`src/rtl/vreg_loader.sv`:
```
// Vector register loader: packs a byte stream into VECTORSPERREG-lane vectors and writes
// them to consecutive registers. Optional macro VLOAD_LANE_REVERSE_EN reverses lane order.
module vreg_loader #(
  parameter int unsigned REGSIZE       = 15,
  parameter int unsigned VECTORSPERREG = 16,
  parameter int unsigned DATAWIDTH     = 8,
  parameter int unsigned REGSIZEINT    = 4
) (
  input  logic                               clk,
  input  logic                               rst,
  input  logic                               start,
  input  logic [REGSIZEINT-1:0]              base_addr,
  input  logic [REGSIZEINT:0]                count,
  input  logic                               s_valid,
  input  logic [DATAWIDTH-1:0]               s_data,
  output logic                               s_ready,
  output logic                               we3,
  output logic [REGSIZEINT-1:0]              ra3,
  output logic [VECTORSPERREG*DATAWIDTH-1:0] wd3,
  output logic                               busy,
  output logic                               done
);

  localparam int unsigned VEC_W  = VECTORSPERREG * DATAWIDTH;
  localparam int unsigned LANE_W = (VECTORSPERREG > 1) ? $clog2(VECTORSPERREG) : 1;
  localparam int unsigned CNT_W  = REGSIZEINT + 1;

  typedef enum logic [1:0] {IDLE, FILL, WRITE, DONE} state_t;

  state_t                state, state_nxt;
  logic [LANE_W-1:0]     lane_q, lane_nxt;
  logic [REGSIZEINT-1:0] addr_q, addr_nxt;
  logic [CNT_W-1:0]      rem_q, rem_nxt;
  logic [VEC_W-1:0]      buf_q, buf_nxt;
  logic [VEC_W-1:0]      wd3_nxt;
  logic [REGSIZEINT-1:0] ra3_nxt;
  logic                  we3_nxt, ready_nxt, busy_nxt, done_nxt;
  int unsigned           lane_pos;

  // Physical lane for the current byte
  always_comb begin
`ifdef VLOAD_LANE_REVERSE_EN
    lane_pos = (VECTORSPERREG - 1) - 32'(lane_q);
`else
    lane_pos = 32'(lane_q);
`endif
  end

  // Next-state and registered-output logic
  always_comb begin
    state_nxt = state;
    lane_nxt  = lane_q;
    addr_nxt  = addr_q;
    rem_nxt   = rem_q;
    buf_nxt   = buf_q;
    wd3_nxt   = wd3;
    ra3_nxt   = ra3;
    we3_nxt   = 1'b0;
    done_nxt  = 1'b0;
    case (state)
      IDLE: begin
        if (start) begin
          if (count != '0) begin
            addr_nxt  = base_addr;
            rem_nxt   = count;
            lane_nxt  = '0;
            state_nxt = FILL;
          end else begin
            done_nxt = 1'b1;
          end
        end
      end
      FILL: begin
        if (s_valid && s_ready) begin
          buf_nxt[lane_pos*DATAWIDTH +: DATAWIDTH] = s_data;
          if (lane_q == LANE_W'(VECTORSPERREG - 1)) begin
            state_nxt = WRITE;
            wd3_nxt   = buf_nxt;
            ra3_nxt   = addr_q;
            we3_nxt   = 1'b1;
          end else begin
            lane_nxt = lane_q + LANE_W'(1);
          end
        end
      end
      WRITE: begin
        addr_nxt = (addr_q == REGSIZEINT'(REGSIZE)) ? '0 : addr_q + REGSIZEINT'(1);
        rem_nxt  = rem_q - CNT_W'(1);
        lane_nxt = '0;
        if (rem_q == CNT_W'(1)) begin
          state_nxt = DONE;
          done_nxt  = 1'b1;
        end else begin
          state_nxt = FILL;
        end
      end
      DONE: begin
        state_nxt = IDLE;
      end
      default: begin
        state_nxt = IDLE;
      end
    endcase
    ready_nxt = (state_nxt == FILL);
    busy_nxt  = (state_nxt != IDLE);
  end

  // State and output registers
  always_ff @(posedge clk) begin
    if (rst) begin
      state   <= IDLE;
      lane_q  <= '0;
      addr_q  <= '0;
      rem_q   <= '0;
      buf_q   <= '0;
      wd3     <= '0;
      ra3     <= '0;
      we3     <= 1'b0;
      s_ready <= 1'b0;
      busy    <= 1'b0;
      done    <= 1'b0;
    end else begin
      state   <= state_nxt;
      lane_q  <= lane_nxt;
      addr_q  <= addr_nxt;
      rem_q   <= rem_nxt;
      buf_q   <= buf_nxt;
      wd3     <= wd3_nxt;
      ra3     <= ra3_nxt;
      we3     <= we3_nxt;
      s_ready <= ready_nxt;
      busy    <= busy_nxt;
      done    <= done_nxt;
    end
  end

endmodule

```
`config.mk`:
```
export PLATFORM = sky130hd
export DESIGN_NAME = vreg_loader
export DESIGN_NICKNAME = d
export VERILOG_FILES = /design/src/rtl/vreg_loader.sv
export SDC_FILE = /design/constraint.sdc
export NUM_CORES = 1
export LEC_CHECK = 0
export ABC_AREA = 0
export BUFFER_PORTS_ARGS = -buffer_cell sky130_fd_sc_hd__buf_2
export CAP_MARGIN = 40
export CORE_UTILIZATION = 52
export DETAILED_ROUTE_END_ITERATION = 6
export PLACE_DENSITY = 0.77
export RECOVER_POWER = 25
export SKIP_CTS_REPAIR_TIMING = 1
export SLEW_MARGIN = 10
export SYNTH_ARGS = -nofsm -noshare
export SYNTH_HDL_FRONTEND = slang
export SYNTH_SLANG_ARGS = --single-unit
```
`constraint.sdc`:
```
create_clock -name clk -period 2.5 [get_ports clk]
set_clock_uncertainty 0.1 [all_clocks]
set_input_delay 0.5 -clock clk [delete_from_list [all_inputs] [get_ports clk]]
set_output_delay 0.5 -clock clk [all_outputs]
set_load 0.05 [all_outputs]
```
==> out/metrics.cfg, run 1 <==
[detailed_routing]
drt_pre_antenna_iters=5
wl_per_cell_um=20.0
drtIter0Drc=822
via_count=10100
drt-total-wl_um=33500
routed_via_density=6.05
drc_errors=0
ant_nets=0

[floorplanning]
rows=54
coreArea_mm2=0.0219
start_util=0.533
fp.dieH_um=152
die_x_um=152
dieArea_mm2=0.0230
ioPinCount=157

[critical_path]
cp_common_cell=buf_4
slowest_delay_ns=0.39
crit_chain=inv_1, ha_2, buf_4, nand3b_1, buf_4, nor4b_4, buf_4, nor3_1, a2111oi_1
worst_ep_arrival_time_ns=2.72
critical_path_class=flip-flop to flip-flop
startpoint_type=flip-flop
cp_max_fo=13
cp.required_ns=2.82
slowest_stage=a2111oi_1
cp-end-kind=flip-flop

[synthesis]
synth_area_mm2=0.0117
avgSynthCellArea_um2=9.71
ys.flop_type=dfxtp_1
synth_warnings=0
async_reset_ff_frac=0
synth_edf_count=0
ys_seq_area_frac=0.479
syn_nets=1229
synth-xor-area-share=0.00375
synthAdderAreaFrac=0.00643
ys_ff_latch=279
ys_types=70
synth_compound_area_frac=0.206
synth_top_family_by_area=compound AO/OA/AOI/OAI gates
synthMuxAreaShare=0.103
yosys.area_share.simple=0.164
syn_inst=1202

[grt]
grt_max_degree=91
antenna_found_initial=2
gr-usage-all-layers=0.281
gr-total-overflow=0
grt_pass1_wl_um=52900
grt_pass1_vias=9778

[timing]
fin_crit_sh=0.961
slew_viol_final=0
setup_tns_ns=0
slew_headroom=0.342
worstMarginPinSlew_ns=0.983
hold_viol=0
timing.fmax_mhz=416
finalCriticalPeriod_ns=2.40
setup_viol=0

[clock_network]
cts_buffers=29
cts_root_buffer=clkbuf_16
clk_pin_slew_ns=0.06
h-tree-depth=1
clock_path_buffers=3
clkSinkCount=279
cts_tree=done
clock_latency_ns=0.54

[power_and_ir_drop]
power.total_mw=9.06
p_per_area_mw_per_mm2=645
p_leak_nw=5.51
ir_worst_vdd_mv=0.457

[job]
max_cap_violations=0

[layout]
utilization=0.642
drive_above_1_share=0.192
nets=1396
area_growth_pct=20.4
nFillCells=1796

[place]
place_congestion=0.861
dp_hpwl_um=21600
portBuffers=156

[min_path]
hold_class=input pin to flip-flop

[status]
status=completed

## per-layer routing
metal  share of wire  track usage  vias to the layer above
met1            0.44        0.377                     4888
met2            0.47        0.452                      413
met3           0.070       0.0496                       67
met4           0.028        0.106                        0
li1                -            -                     4762
met5               0            0                        -
## through the flow
step / worst slack, ns / hold slack [ns] / std cells / instance area (um2)
6_report: 0.0966 / 0.131 / 1673 / 14000
5_1_grt: -0.0149 / 0.136 / 1672 / 14000
4_1_cts: -0.0205 / 0.116 / 1665 / 14100
3_5_place_dp: 0.00332 / 0.346 / 1613 / 13100
3_3_place_gp: 0.0968 / 0.342 / 1613 / 13100
2_1_floorplan: 0.00125 / 0.334 / 1202 / 11700
## critical path: cells and delay by family, from the launching register on
family / cells / cell delay (ns)
fa+ha+maj: 1 / 0.35
simple gates: 3 / 0.43
flops: 1 / 0.38
buf+inv: 4 / 0.63
compound gates: 1 / 0.39
## final cells by class
type	instances	area, um2	area share
Antenna cell	3	7.51	0.000534
Clock buffer	40	827	0.0589
Clock inverter	12	123	0.00873
Inverter	8	32.5	0.00232
Multi-Input combinational cell	825	5720	0.407
Sequential cell	279	5590	0.398
Tap cell	280	350	0.0249
Timing Repair Buffer	226	1400	0.0997
## state kept, by name, indices dropped and copies added, names as in the netlist
register and cells:
addr_q 4, buf_q 128, busy 1, done 1, lane_q 4, ra3 4, rem_q 5, s_ready 1
state 2, wd3 128, we3 1
## synth_stat cells (3+ instances only)
cell type  number  area share
nand3_1        12      0.0051
a21o_1         10      0.0064
ha_1            6      0.0064
dfxtp_1       279        0.48
clkbuf_1       52       0.017
a2111oi_2       5      0.0064
inv_1           8      0.0026
nand2b_1        3      0.0016
buf_6           4      0.0039
nor2_2          4      0.0021
o221a_2        40       0.039
o21ai_0        26       0.011
nand3_2         6      0.0051
and3_1          3      0.0016
xnor2_1         3      0.0023
nor2_1         90       0.029
o21a_1         42       0.027
o21ai_1         4      0.0017
or4b_1          8      0.0069
a2111oi_1       5      0.0043
a21oi_1        42       0.018
nor2b_1         3      0.0016
and2_1          3      0.0016
a211oi_1       52       0.033
mux2i_1       120        0.10
buf_2          32       0.014
nand2_1       172       0.055
a2111oi_0      52       0.039
nor3_1         60       0.026
## kinds of logic (layout without fill, tap and decap cells)
logic type / after synthesis / count (layout)
compound gates: 300 / 300
xor+xnor: 5 / 5
fa+ha+maj: 6 / 6
buf+inv: 99 / 286
flops: 279 / 279
mux: 120 / 120
other cells: 0 / 3
simple gates: 393 / 394
## power by group
group          total [mW]  switching, mW  internal (mW)
combinational       0.277          0.196         0.0804
sequential           4.48         0.0161           4.46
clock                4.30           1.79           2.51
total                9.06           2.00           7.06
## placed cells by master, fill, tap and decap left out, drive strengths merged, types with 30 or more instances in the layout
cell type	n
a2111oi	64
a211oi	53
a21oi	43
buf	133
clkbuf	133
dfxtp	279
mux2i	120
nand2	172
nor2	94
nor3	64
o21a	42
o21ai	30
o221a	40
## path summary, 6_finish.rpt
check,slack [ns],from,endpoint,cells after the start
hold reg to reg,0.35,ra3[0],ra3[0],2
setup / recovery,0.1,lane_q[1],wd3[8],9
setup reg to reg,0.1,lane_q[1],wd3[8],9
hold / removal,0.13,base_addr[1],addr_q[1],3
(Power assumes the default switching activity.)
==> inputs of run 2 (changes only) <==
CORE_UTILIZATION = 55   (was 52)
PLACE_DENSITY = 0.78   (was 0.77)
clock period = 2.45 ns   (was 2.5 ns; I/O delays follow)
==> run 2 against run 1 <==
  * Fmax shrank 0.97%
  * Combinational power grew 4%
  * Highest routed layer unchanged
  * Register-to-register slack lost 0.07 ns
  * Final cell count shrank 0.54%
  * Final area grew 0.88%
  * Largest cell class unchanged
  * Sequential power grew 2%
==> out/metrics.cfg, run 2 (synthesized netlist as in run 1, its figures left out) <==
[critical_path]
crit_chain=inv_1, ha_4, or3b_4, a2111oi_4, buf_12, nor3_1, a2111oi_1  ; was inv_1, ha_2, buf_4, nand3b_1, buf_4, nor4b_4, buf_4, nor3_1, a2111oi_1
critical_path_depth=7  ; was 9
slowest_stage=a2111oi_4  ; was a2111oi_1
ff2ff_path_depth=7  ; was 9
slowest_delay_ns=0.44  ; was 0.39 ns
reg2reg_slack_ns=0.02  ; was 0.1 ns
cp.required_ns=2.78  ; was 2.82 ns
cp_max_fo=8  ; was 13
cp-end-kind=flip-flop  ; unchanged
critPathTopFamily=compound AO/OA/AOI/OAI gates  ; was buffers and inverters
critical_path_class=flip-flop to flip-flop  ; unchanged
worst_ep_arrival_time_ns=2.75  ; was 2.72 ns
startpoint_type=flip-flop  ; unchanged
path_buf_inv=2  ; was 4

[timing]
slew_headroom=0.450  ; was 0.342
hold_viol=0  ; unchanged
finalCriticalPeriod_ns=2.43  ; was 2.40 ns
rsz0062_at_grt=yes
timing.fmax_mhz=412  ; was 416 MHz
slew_viol_final=0  ; unchanged
setup_tns_ns=0  ; unchanged
setup_viol=0  ; unchanged
worstMarginPinSlew_ns=0.822  ; was 0.983 ns
fin_crit_sh=0.991  ; was 0.961
timing.hold.ws_ns=0.125  ; was 0.131 ns

[place]
place_area_mm2=0.0131  ; about the same
dp_hpwl_um=21700  ; was 21,600 um
place_congestion=0.876  ; was 0.861
portBuffers=156  ; unchanged

[clock_network]
clk_pin_slew_ns=0.06  ; about the same
clock_path_buffers=3  ; unchanged
cts_buffers=29  ; unchanged
h-tree-depth=1  ; unchanged
clock_latency_ns=0.55  ; was 0.54 ns
cts_tree=done  ; unchanged
cts_root_buffer=clkbuf_16  ; unchanged
clkSinkCount=279  ; unchanged

[layout]
top_regs=buf_q x128, wd3 x128, rem_q x5  ; unchanged
layout_commonest_cell=dfxtp_1  ; unchanged
diodes=0  ; was 3
drive_above_1_share=0.203  ; was 0.192
final_cell_mix=dfxtp_1 (277), nand2_1 (171), mux2i_1 (120)  ; was dfxtp_1 (278), nand2_1 (171), mux2i_1 (120)
nets=1399  ; was 1,396
design_area_mm2=0.0142  ; was 0.0140 mm2
utilization=0.692  ; was 0.642
area_growth_pct=21.4  ; was 20.4%

[power_and_ir_drop]
p_leak_nw=5.57  ; was 5.51 nW
power_frac_clock=0.498  ; was 0.475
p_per_area_mw_per_mm2=682  ; was 645 mW/mm2
p_sw_mw=2.08  ; was 2.00 mW
ir_worst_vdd_mv=0.552  ; was 0.457 mV
seqPwrFrac=0.473  ; was 0.495
power.total_mw=9.67  ; was 9.06 mW
combPwrFrac=0.030  ; was 0.031
p_int_mw=7.59  ; was 7.06 mW
switching_share=0.215  ; was 0.221

[grt]
top_usage_layer=met2  ; unchanged
gr-usage-all-layers=0.303  ; was 0.281
gr-total-overflow=0  ; unchanged
antenna_found_initial=0  ; was 2
grt_pass1_wl_um=53000  ; was 52,900 um
grt_pass1_vias=9740  ; was 9,778
grt_max_degree=80  ; was 91
met1_usage=0.416  ; was 0.377
grtUsageMet3=0.0506  ; was 0.0496
use_met2=0.477  ; was 0.452

[min_path]
hold_class=input pin to flip-flop  ; unchanged
hold_depth=3  ; unchanged

[floorplanning]
fp.dieH_um=148  ; was 152 um
dieArea_mm2=0.0218  ; was 0.0230 mm2
rows=52  ; was 54
ioPinCount=157  ; unchanged
start_util=0.569  ; was 0.533
die_x_um=148  ; was 152 um
coreArea_mm2=0.0205  ; was 0.0219 mm2

[job]
max_cap_violations=0  ; unchanged

[detailed_routing]
ant_nets=0  ; unchanged
routed_via_density=6.19  ; was 6.05
wl_per_cell_um=20.3  ; was 20.0 um
drc_errors=0  ; unchanged
drtIter0Drc=954  ; was 822
drt-total-wl_um=33900  ; was 33,500 um
via_count=10300  ; was 10,100
drt_pre_antenna_iters=5  ; unchanged

[status]
status=completed  ; unchanged

[run 2: cell types whose count changed in the layout (fill, tap and decap cells not counted), moves of 2 or more]
cell	before	now
a2111oi_0	40	35
a2111oi_1	12	15
a2111oi_2	10	12
buf_12	17	13
buf_4	52	56
bufinv_16	2	6
diode_2	3	0
o21ai_1	4	2
[run 2: final timing paths]
path | start | endpoint
hold reg to reg | ra3[0] | ra3[0]
setup reg to reg | lane_q[0] | wd3[84]
setup / recovery | lane_q[0] | wd3[84]
hold / removal | base_addr[1] | addr_q[1]
[run 2: tightest hold or removal path, delay by kind of cell]
kind                   cells  cell delay [ns]
and+or+nand+nor            1             0.05
AOI/OAI and AO/OA          1             0.07
buffers and inverters      1             0.09
[run 2: power by group through the flow]
| stage | Sequential (mW) | Clock [mW] | Combinational (mW) |
|---|---|---|---|
| 4_1_cts | 4.57 | 4.84 | 0.278 |
| 6_report | 4.57 | 4.81 | 0.287 |
| 3_3_place_gp | 4.67 | 0 | 0.273 |
| 3_5_place_dp | 4.67 | 0 | 0.276 |
| 2_1_floorplan | 4.68 | 0 | 0.153 |
| 5_1_grt | 4.57 | 5.00 | 0.305 |
[run 2: layout make-up]
cell class                 instances  area [um2]
fill                            1574        6320
multi-input combinational        824        5770
sequential                       279        5590
timing repair buffer             230        1400
clock buffer                      37         806
tap                              270         338
clock inverter                    16         246
inverter                           8        32.5
[run 2: stage by stage]
stage / setup WS, ns / std cells
floorplan: -0.0188 / 1202
global placement: 0.0142 / 1602
detailed placement: -0.0978 / 1606
CTS: -0.139 / 1659
global route: -0.0760 / 1664
finish: 0.0230 / 1664
[run 2: routing by layer]
metal	vias up	routed length, um
li1	4779	-
met1	4972	14700
met2	483	15400
met3	64	2810
met4	0	964
met5	-	0
